$ cat config.mk
export PLATFORM = sky130hd
export DESIGN_NAME = popcount_stream
export DESIGN_NICKNAME = d
export VERILOG_FILES = /design/src/rtl/popcount_stream.sv
export SDC_FILE = /design/constraint.sdc
export NUM_CORES = 1
export LEC_CHECK = 0
export ABC_AREA = 1
export BUFFER_PORTS_ARGS = -buffer_cell sky130_fd_sc_hd__buf_2
export CAP_MARGIN = 20
export CORE_MARGIN = 5
export CORE_UTILIZATION = 50
export DETAILED_ROUTE_END_ITERATION = 7
export PLACE_DENSITY_LB_ADDON = 0.05
export SLEW_MARGIN = 20
export SYNTH_ARGS = -nofsm -noshare
export SYNTH_HDL_FRONTEND = slang
export SYNTH_SLANG_ARGS = --single-unit
$ cat constraint.sdc
create_clock -name clk -period 5.2 [get_ports clk]
set_clock_uncertainty 0.05 [all_clocks]
set_input_delay 0.78 -clock clk [delete_from_list [all_inputs] [get_ports clk]]
set_output_delay 0.78 -clock clk [all_outputs]
set_load 0.05 [all_outputs]
$ cat src/rtl/popcount_stream.sv
// Pipelined streaming popcount with per-word and framed-accumulate modes.
// Three register stages (chunk partials, word sum, output/accumulator).
module popcount_stream #(
  parameter int BITS     = 16,
  parameter int CHUNK    = 4,
  parameter int ACC_BITS = 16
) (
  input  logic                clk,
  input  logic                rst_n,
  input  logic                in_valid,
  output logic                in_ready,
  input  logic [BITS-1:0]     in_data,
  input  logic                in_last,
  input  logic                in_mode,
  input  logic [ACC_BITS-1:0] threshold,
  output logic                out_valid,
  input  logic                out_ready,
  output logic [ACC_BITS-1:0] out_count,
  output logic                out_ovf,
  output logic                out_ge
);

  localparam int NCH = BITS / CHUNK;
  localparam int PW  = $clog2(CHUNK) + 1;

  logic en;

  logic                   s1_valid_q;
  logic                   s1_mode_q;
  logic                   s1_last_q;
  logic [NCH-1:0][PW-1:0] s1_part_q;
  logic [NCH-1:0][PW-1:0] s1_part_d;

  logic                s2_valid_q;
  logic                s2_mode_q;
  logic                s2_last_q;
  logic [ACC_BITS-1:0] s2_cnt_q;
  logic [ACC_BITS-1:0] s2_cnt_d;

  logic                out_valid_q, out_valid_d;
  logic [ACC_BITS-1:0] out_count_q, out_count_d;
  logic                out_ovf_q, out_ovf_d;
  logic                out_ge_q, out_ge_d;
  logic [ACC_BITS-1:0] acc_q, acc_d;
  logic                acc_ovf_q, acc_ovf_d;

  logic [ACC_BITS:0]   acc_sum;
  logic                sat;
  logic [ACC_BITS-1:0] sat_sum;

  // Whole pipeline moves in lockstep, frozen only by a stalled output.
  assign en       = !out_valid_q || out_ready;
  assign in_ready = en && rst_n;

  always_comb begin
    s1_part_d = '0;
    for (int c = 0; c < NCH; c++) begin
      for (int b = 0; b < CHUNK; b++) begin
        s1_part_d[c] = s1_part_d[c] + PW'(in_data[c*CHUNK+b]);
      end
    end
  end

  always_comb begin
    s2_cnt_d = '0;
    for (int c = 0; c < NCH; c++) begin
      s2_cnt_d = s2_cnt_d + ACC_BITS'(s1_part_q[c]);
    end
  end

  assign acc_sum = {1'b0, acc_q} + {1'b0, s2_cnt_q};
  assign sat     = acc_sum[ACC_BITS];
  assign sat_sum = sat ? '1 : acc_sum[ACC_BITS-1:0];

  always_comb begin
    out_valid_d = out_valid_q;
    out_count_d = out_count_q;
    out_ovf_d   = out_ovf_q;
    out_ge_d    = out_ge_q;
    acc_d       = acc_q;
    acc_ovf_d   = acc_ovf_q;
    if (en) begin
      out_valid_d = 1'b0;
      if (s2_valid_q) begin
        if (!s2_mode_q) begin
          out_valid_d = 1'b1;
          out_count_d = s2_cnt_q;
          out_ovf_d   = 1'b0;
          out_ge_d    = (s2_cnt_q >= threshold);
        end else if (s2_last_q) begin
          out_valid_d = 1'b1;
          out_count_d = sat_sum;
          out_ovf_d   = acc_ovf_q | sat;
          out_ge_d    = (sat_sum >= threshold);
          acc_d       = '0;
          acc_ovf_d   = 1'b0;
        end else begin
          acc_d       = sat_sum;
          acc_ovf_d   = acc_ovf_q | sat;
        end
      end
    end
  end

  always_ff @(posedge clk) begin
    if (!rst_n) begin
      s1_valid_q  <= 1'b0;
      s1_mode_q   <= 1'b0;
      s1_last_q   <= 1'b0;
      s1_part_q   <= '0;
      s2_valid_q  <= 1'b0;
      s2_mode_q   <= 1'b0;
      s2_last_q   <= 1'b0;
      s2_cnt_q    <= '0;
      out_valid_q <= 1'b0;
      out_count_q <= '0;
      out_ovf_q   <= 1'b0;
      out_ge_q    <= 1'b0;
      acc_q       <= '0;
      acc_ovf_q   <= 1'b0;
    end else begin
      if (en) begin
        s1_valid_q <= in_valid;
        s1_mode_q  <= in_mode;
        s1_last_q  <= in_last;
        s1_part_q  <= s1_part_d;
        s2_valid_q <= s1_valid_q;
        s2_mode_q  <= s1_mode_q;
        s2_last_q  <= s1_last_q;
        s2_cnt_q   <= s2_cnt_d;
      end
      out_valid_q <= out_valid_d;
      out_count_q <= out_count_d;
      out_ovf_q   <= out_ovf_d;
      out_ge_q    <= out_ge_d;
      acc_q       <= acc_d;
      acc_ovf_q   <= acc_ovf_d;
    end
  end

  assign out_valid = out_valid_q;
  assign out_count = out_count_q;
  assign out_ovf   = out_ovf_q;
  assign out_ge    = out_ge_q;

endmodule

# --- Yosys cells after proc, flatten, opt, wreduce, memory -nomap -nowiden ---
# Cells that the tools add are included.
word_totals:
  regBits: 70
  in_bits: 38
  wordCells: 54
op_classes:
  n_addsub: 16
  magnitude_cmp: 2
  eq_ne: 1
  mux: 12
  bitwise_logic: 1
  n_reduce_logical: 5
op_table:
  columns: ["operator", "count"]
  rows:
  - ["$mux W16", 4]
  - ["$ge A16 B16 Y1", 2]
  - ["$add A16 B16 Y17", 1]
  - ["$add A2 B1 Y3", 4]
  - ["$add A3 B1 Y3", 4]
  - ["$add A1 B1 Y2", 4]
  - ["$mux W1", 8]
  - ["$add A5 B3 Y6", 1]
  - ["$reduce_and A3 Y1", 2]
  - ["$add A4 B3 Y5", 1]
  - ["$add A3 B3 Y4", 1]
  - ["$ne A2 B1 Y1 const B", 1]
  - ["$logic_and A1 B1 Y1", 1]
  - ["$logic_not A1 Y1", 1]
  - ["$logic_or A1 B1 Y1", 1]
  - ["$or A1 B1 Y1", 1]

# --- Depth between registers and ports, before layout ---
# Gate-level depths: netlist of run 1.
logic_depth:
  ltp_word: 5
  mapped_depth: 22
  ltp_nobuf: 21

# --- Worst setup path before layout of run 1 ---
# OpenSTA, ideal clock, no wires.
synth_path:
  path_type: "input -> output"
  start: "input port out_ready"
  end: "output port in_ready"
  t_arrival_ps: 1926
  path_slack_ps: 2444
  cell_stages: 5
  n_path_buf: 2
  path_cell_list: "or2_1 buf_2 inv_1 buf_2 nor2_1"
synth_between:
  elab_chain_len: 2
synth_lines:
  columns: ["item", "line_no", "source"]
  rows:
  - ["start, declared", "17", "input logic out_ready,"]
  - ["$logic_or A1 B1 Y1", "52", "assign en = !out_valid_q || out_ready;"]
  - ["$logic_and A1 B1 Y1", "53", "assign in_ready = en && rst_n;"]
  - ["end, declared", "11", "output logic in_ready,"]
# No other way between the ends.

# --- Final worst setup path of run 1 ---
# Same ends and word-level chain as after synthesis.

==> reports/results.ini, run 1 <==
[sta]
rsz0062_at_grt = false
worstMarginPinSlew_ps = 785
timing.final.hold_violations = 0
final-setup-viol-count = 0
tns_ps = 0
period_needed_ps = 3340
slew-limit-headroom = 0.477
slew_violations = 0
clock.fmax_mhz = 299
fin_crit_sh = 0.643

[power]
cellPowerDensity_nw_per_um2 = 277
fin_total_pwr_uw = 1250
vdd_drop_max_mv = 0.151
p_leak_uw = 0.00230

[cells_and_area]
syn2layout_area_growth_pct = 13.9
antennaDiodeCount = 0
nNetsFinal = 688
fillers = 746
drive_above_1_share = 0.200

[setup_path]
cp.arrival_ps = 2510
cp_top_family = buffers and inverters
crit_required_ps = 4370
slowest_delay_ps = 600
path_cells = buf_2, or2_1, inv_1, nor2_1, buf_2
start_kind = input pin
path_buf_inv = 3
cp_max_fo = 26
crit_type = in -> out
crit_slowest_cell = or2_1
worstSetupEndpointType = output port
cpMostUsedCell = buf_2

[floorplanning]
die-area_um2 = 9840
die_h_um = 99.2
fp.dieW_um = 99.2
io_pins = 58
num_rows = 32
initial_core_util = 0.515
core_area_um2 = 7730

[detailed_routing]
drtIter0Drc = 140
drc = 0
dr.pass1.iters = 4
vias_per_cell = 5.04
wirelength_um = 9340
ant_nets = 0
wl_per_cell_um = 13.2
vias = 3565

[cts]
post_cts_buffers = 0
clk_latency_ps = 340
cts_tree = built
clockRootBuffer = clkbuf_8
cts.path.max_buffers = 2
cts-resized-gates = 0
cts.sinks = 59
ctsHoldBuffers = 0
numCtsBuffers = 9
htree_levels = 3
clk_pin_slew_ps = 60

[placement]
gp_congestion = 0.887
io_buffers = 57
hpwl_um = 7070

[worst_hold_path]
min_path_type = reg -> reg

[global_routing]
grt_max_degree = 32
grt_pass1_vias = 3456
grt-ovfl-total = 0
antenna_found_initial = 0
grtUsageTotal = 0.198
grt_pass1_wl_um = 15800

[job]
drv_cap = 0

[synthesis]
synth_fp_nets = 635
synth-main-ff-cell = dfxtp_1
synth-async-reset-ratio = 0
ys_ff_latch = 59
ys_warn_count = 0
syn_area_per_cell_um2 = 7.26
netlist_area_um2 = 3980
ys_types = 30
synth-edff-count = 0
synth_cells = 548
seq_area_frac_synth = 0.297

[outcome]
status = complete, no violations

routing by layer:
metal	vias to the layer above	GRT usage	share of wire
met1	1626	0.280	0.50
met2	84	0.304	0.44
met3	8	0.0491	0.052
li1	1847	-	-
met5	-	0	0
met4	0	0.0462	0.0086
worst paths after layout:
check	start	slack, ps	endpoint	depth (start not counted)
max reg2reg	s2_cnt_q[0]	2040	out_ge	17
min	out_count[13]	410	out_count[13]	2
max	out_ready	1860	in_ready	5
min reg2reg	out_count[13]	410	out_count[13]	2
final cells by class:
| cell class | instances | area (µm²) | share of cell area |
|---|---|---|---|
| Tap cell | 102 | 128 | 0.0282 |
| Multi-Input combinational cell | 386 | 2370 | 0.523 |
| Inverter | 87 | 329 | 0.0727 |
| Clock buffer | 12 | 155 | 0.0343 |
| Clock inverter | 4 | 72.6 | 0.0160 |
| Sequential cell | 59 | 1180 | 0.261 |
| Timing Repair Buffer | 58 | 293 | 0.0646 |
registers in the layout (all words and copies together) (netlist names):
| signal | count |
|---|---|
| acc_q | 16 |
| out_ovf | 1 |
| s2_valid_q | 1 |
| acc_ovf_q | 1 |
| s2_mode_q | 1 |
| s1_last_q | 1 |
| s1_valid_q | 1 |
| s1_mode_q | 1 |
| out_count | 16 |
| out_valid | 1 |
| s2_cnt_q | 5 |
| s1_part_q | 12 |
| out_ge | 1 |
| s2_last_q | 1 |
synth_stat cells (2+ instances only):
| library cell | instances | area, µm² |
|---|---|---|
| nand3_4 | 5 | 87.6 |
| nand2_2 | 9 | 56.3 |
| nand3_1 | 29 | 145 |
| nor3_1 | 2 | 10.0 |
| nor2_4 | 2 | 22.5 |
| a21oi_1 | 46 | 230 |
| buf_2 | 3 | 15.0 |
| inv_2 | 5 | 18.8 |
| nand2_1 | 123 | 462 |
| o21ai_0 | 33 | 165 |
| nor2_2 | 3 | 18.8 |
| nand3_2 | 2 | 20.0 |
| inv_1 | 81 | 304 |
| ha_1 | 38 | 475 |
| xor2_1 | 3 | 26.3 |
| nor2_1 | 52 | 195 |
| clkbuf_1 | 7 | 26.3 |
| o21ai_2 | 2 | 17.5 |
| fa_1 | 11 | 220 |
| nand2_4 | 5 | 56.3 |
| nand4_1 | 5 | 31.3 |
| buf_4 | 4 | 30.0 |
| dfxtp_1 | 59 | 1180 |
| or2_2 | 2 | 12.5 |
| a21oi_2 | 12 | 105 |
metrics by stage:
step,area [µm²],setup slack (ps),utilization,hold WS [ps],cells
after global routing,4530,1610,0.586,434,708
after global placement,4300,1830,0.557,402,692
after detailed placement,4300,1840,0.557,407,692
after CTS,4530,1830,0.586,417,708
after floorplan,3980,2440,-,398,548
final,4530,1860,0.586,413,708
worst reg2reg max path, cell delays in order (launching register included):
cell and delay, ps:
dfxtp_1 330, ha_1 240, fa_1 410, nand3_1 100
nand2_1 110, nand2_1 100, nand2_2 80, nand2_4 290
o21ai_0 260, ha_1 350, nand4_1 160, nor2_1 160
nor2_1 60, nand2_1 60, nand2_1 40, nand2_1 80
nand2_1 50, a21oi_1 140
layout by cell type (no fill, tap or decap), types with 3 or more instances in the layout:
cell,count
a21oi_1,46
a21oi_2,12
buf_2,57
clkbuf_8,11
dfxtp_1,59
fa_1,11
ha_1,38
inv_1,81
inv_2,5
nand2_1,123
nand2_2,9
nand2_4,5
nand3_1,29
nand3_4,5
nand4_1,5
nor2_1,52
nor2_2,3
o21ai_0,33
xor2_1,3
cells by family after synthesis:
| kind of cell | share of synthesized area |
|---|---|
| compound gates | 0.132 |
| flops | 0.297 |
| simple gates | 0.283 |
| fa+ha+maj | 0.175 |
| buf+inv | 0.107 |
| xor+xnor | 0.00661 |
report_power, final:
| part | leakage [µW] | switching [µW] | internal [µW] |
|---|---|---|---|
| sequential | 0.000481 | 28.9 | 479 |
| clock | 0.000113 | 186 | 295 |
| combinational | 0.00170 | 159 | 104 |
(Power assumes the default switching activity.)
==> run 2: changes to the inputs <==
Settings changed: ABC_AREA 1 to 0.
Clock period 5.2 ns to 3.4 ns, I/O delays scaled along.
==> run 2 against run 1 <==
Power grew 46%. Register-to-register slack lost 1900 ps. First-iteration DRC count increased by 53%.
==> reports/results.ini, run 2 <==
[synthesis]
synth_cells = 444  ; was 548
synth_compound_area_frac = 0.198  ; was 0.132
synth-adder-area-share = 0.191  ; was 0.175
ys_warn_count = 0  ; unchanged
syn_area_per_cell_um2 = 8.18  ; was 7.26 µm²
ys_types = 46  ; was 30
synth_mux_area_frac = 0.00551  ; was 0
synth-async-reset-ratio = 0  ; unchanged
yosys-top-cells-area = dfxtp_1, ha_1, nand2_1  ; unchanged
yosysTopAreaCellShare = 0.325  ; was 0.297
netlist_area_um2 = 3630  ; was 3980 µm²
synth_top_family_by_area = compound AO/OA/AOI/OAI gates  ; was simple AND/OR/NAND/NOR gates
synth_commonest_cells = nand2_1, dfxtp_1, inv_1, a21oi_1, ha_1  ; was nand2_1, inv_1, dfxtp_1, nor2_1, a21oi_1
yosys.area_share.simple = 0.183  ; was 0.283
ys_ff_latch = 59  ; unchanged
seq_area_frac_synth = 0.325  ; was 0.297
yosysMostFrequentCell = nand2_1  ; unchanged
synth_fp_nets = 531  ; was 635
synth_xor_area_frac = 0.0193  ; was 0.00661
yosys.area.top_type = dfxtp_1  ; unchanged
synth-main-ff-cell = dfxtp_1  ; unchanged
synth-edff-count = 0  ; unchanged

[setup_path]
crit_required_ps = 3540  ; was 4370 ps
cp.arrival_ps = 3400  ; was 2510 ps
endpoint = out_ge  ; was in_ready
reg2reg_depth = 12  ; was 17
rrSetupSlack_ps = 150  ; was 2040 ps
rr_endpoint = out_ge  ; unchanged
cp_max_fo = 8  ; was 26
start_kind = register  ; was input pin
r2r_start = s2_cnt_q[0]  ; unchanged
worstSetupEndpointType = register  ; was output port
critPathLaunch = s2_cnt_q[0]  ; was out_ready
crit_type = reg -> reg  ; was in -> out

[sta]
fin_crit_sh = 0.956
worstMarginPinSlew_ps = 723  ; was 785 ps
tns_ps = 0  ; unchanged
period_needed_ps = 3250
slew_violations = 0  ; unchanged
final-setup-viol-count = 0  ; unchanged
rsz0062_at_grt = false  ; unchanged
slew-limit-headroom = 0.516  ; was 0.477
timing.final.hold_violations = 0  ; unchanged
clock.fmax_mhz = 308

[detailed_routing]
dr.pass1.iters = 5  ; was 4
ant_nets = 0  ; unchanged
wirelength_um = 8950  ; was 9340 µm
vias_per_cell = 5.39  ; was 5.04
drc = 0  ; unchanged
wl_per_cell_um = 14.8  ; was 13.2 µm
vias = 3253  ; was 3565
drtIter0Drc = 214  ; was 140

[cells_and_area]
antennaDiodeCount = 0  ; unchanged
drive_above_1_share = 0.187  ; was 0.200
syn2layout_area_growth_pct = 17.4  ; was 13.9%
stdcell_count = 603  ; was 708
final_core_util = 0.594  ; was 0.586
final_cell_mix = nand2_1, dfxtp_1, buf_2  ; was nand2_1, inv_1, dfxtp_1
mostFrequentLayoutCell = nand2_1  ; unchanged
nNetsFinal = 586  ; was 688

[floorplanning]
die_h_um = 95.2  ; was 99.2 µm
io_pins = 58  ; unchanged
num_rows = 31  ; was 32
die-area_um2 = 9070  ; was 9840 µm²
core_area_um2 = 7180  ; was 7730 µm²
initial_core_util = 0.506  ; was 0.515
fp.dieW_um = 95.2  ; was 99.2 µm

[cts]
numCtsBuffers = 9  ; unchanged
cts.sinks = 59  ; unchanged
clk_pin_slew_ps = 70  ; was 60 ps
post_cts_buffers = 0  ; unchanged
cts.path.max_buffers = 2  ; unchanged
cts_tree = built  ; unchanged
clk_latency_ps = 340  ; about the same
htree_levels = 3  ; unchanged
cts-resized-gates = 0  ; unchanged
ctsHoldBuffers = 0  ; unchanged
clockRootBuffer = clkbuf_8  ; unchanged

[global_routing]
grtUsageTotal = 0.212  ; was 0.198
grt_max_degree = 36  ; was 32
antenna_found_initial = 0  ; unchanged
grt_pass1_wl_um = 14600  ; was 15800 µm
grt-ovfl-total = 0  ; unchanged
grt_pass1_vias = 3066  ; was 3456

[placement]
gp_congestion = 0.892  ; was 0.887
io_buffers = 57  ; unchanged
place_inst = 587  ; was 692
hpwl_um = 6770  ; was 7070 µm

[outcome]
status = complete, no violations  ; unchanged

[power]
cellPowerDensity_nw_per_um2 = 428  ; was 277 nW/µm²
vdd_drop_max_mv = 0.238  ; was 0.151 mV
p_leak_uw = 0.00212  ; was 0.00230 µW

[job]
drv_cap = 0  ; unchanged

[worst_hold_path]
min_path_type = in -> reg  ; was reg -> reg

==> run 2: changes by cell type after synthesis, sizes merged, moves of 10 or more <==
cell,change
inv,-37
nor2,-41
a21oi,-18
nand2,-72
nor4,+11
a22o,+10
nand3,-24
clkbuf,+10
==> run 2: cell families (layout without fill, tap and decap cells) <==
group                    count (synthesis)  in the layout
AO/OA/AOI/OAI                          115            115
buffers and inverters                   72            132
flip-flops                              59             59
adder cells (fa/ha/maj)                 49             49
AND/OR/NAND/NOR                        139            139
multiplexers                             2              2
XOR/XNOR                                 8              8
==> run 2: where the power goes <==
part / total (µW) / switching (µW) / internal (µW)
registers: 766 / 38.0 / 728
clock network: 724 / 273 / 452
logic: 336 / 186 / 150
total: 1830 / 497 / 1330
==> run 2: worst min-delay path by stage <==
stage	from	end	slack [ps]	cells past startpoint
global route	in_last	s1_last_q	360	3
floorplan	acc_q[0]	acc_q[0]	380	2
finish	in_valid	s1_valid_q	360	3
detailed placement	out_ovf	out_ovf	390	2
global placement	out_count[8]	out_count[8]	390	2
CTS	in_last	s1_last_q	350	3
==> run 2: cell type report <==
type	count	area (µm²)
clock buffers	12	155
fillers	676	2910
multi-input cells	313	2190
repair buffers	66	353
inverters	50	188
flip-flops and latches	59	1180
well taps	99	124
clock inverters	4	72.6
==> run 2: metrics by stage <==
step,hold WS (ps),setup WS (ps),cell area (µm²),power (µW)
finish,364,148,4260,1830
global placement,385,174,4010,1090
detailed placement,394,112,4010,1100
global route,362,25.3,4260,1940
floorplan,379,388,3630,1000
CTS,348,95.6,4240,1830
==> run 2: routing by layer <==
layer,vias to the layer above,share of wire,global-route usage
met5,-,0,0
met4,0,0.018,0.0769
met3,12,0.061,0.0474
met2,103,0.43,0.314
met1,1493,0.49,0.300
li1,1645,-,-
==> run 2: worst max-delay path, stage by stage (launching register included) <==
cell      delay [ps]
dfxtp_1          340
ha_1             250
fa_2             360
a21o_1           240
a31o_2           320
and3_1           190
o21ai_0          350
ha_1             330
and4_1           160
o21ai_0          100
o221ai_1         140
a21oi_1          190
o22ai_1           90
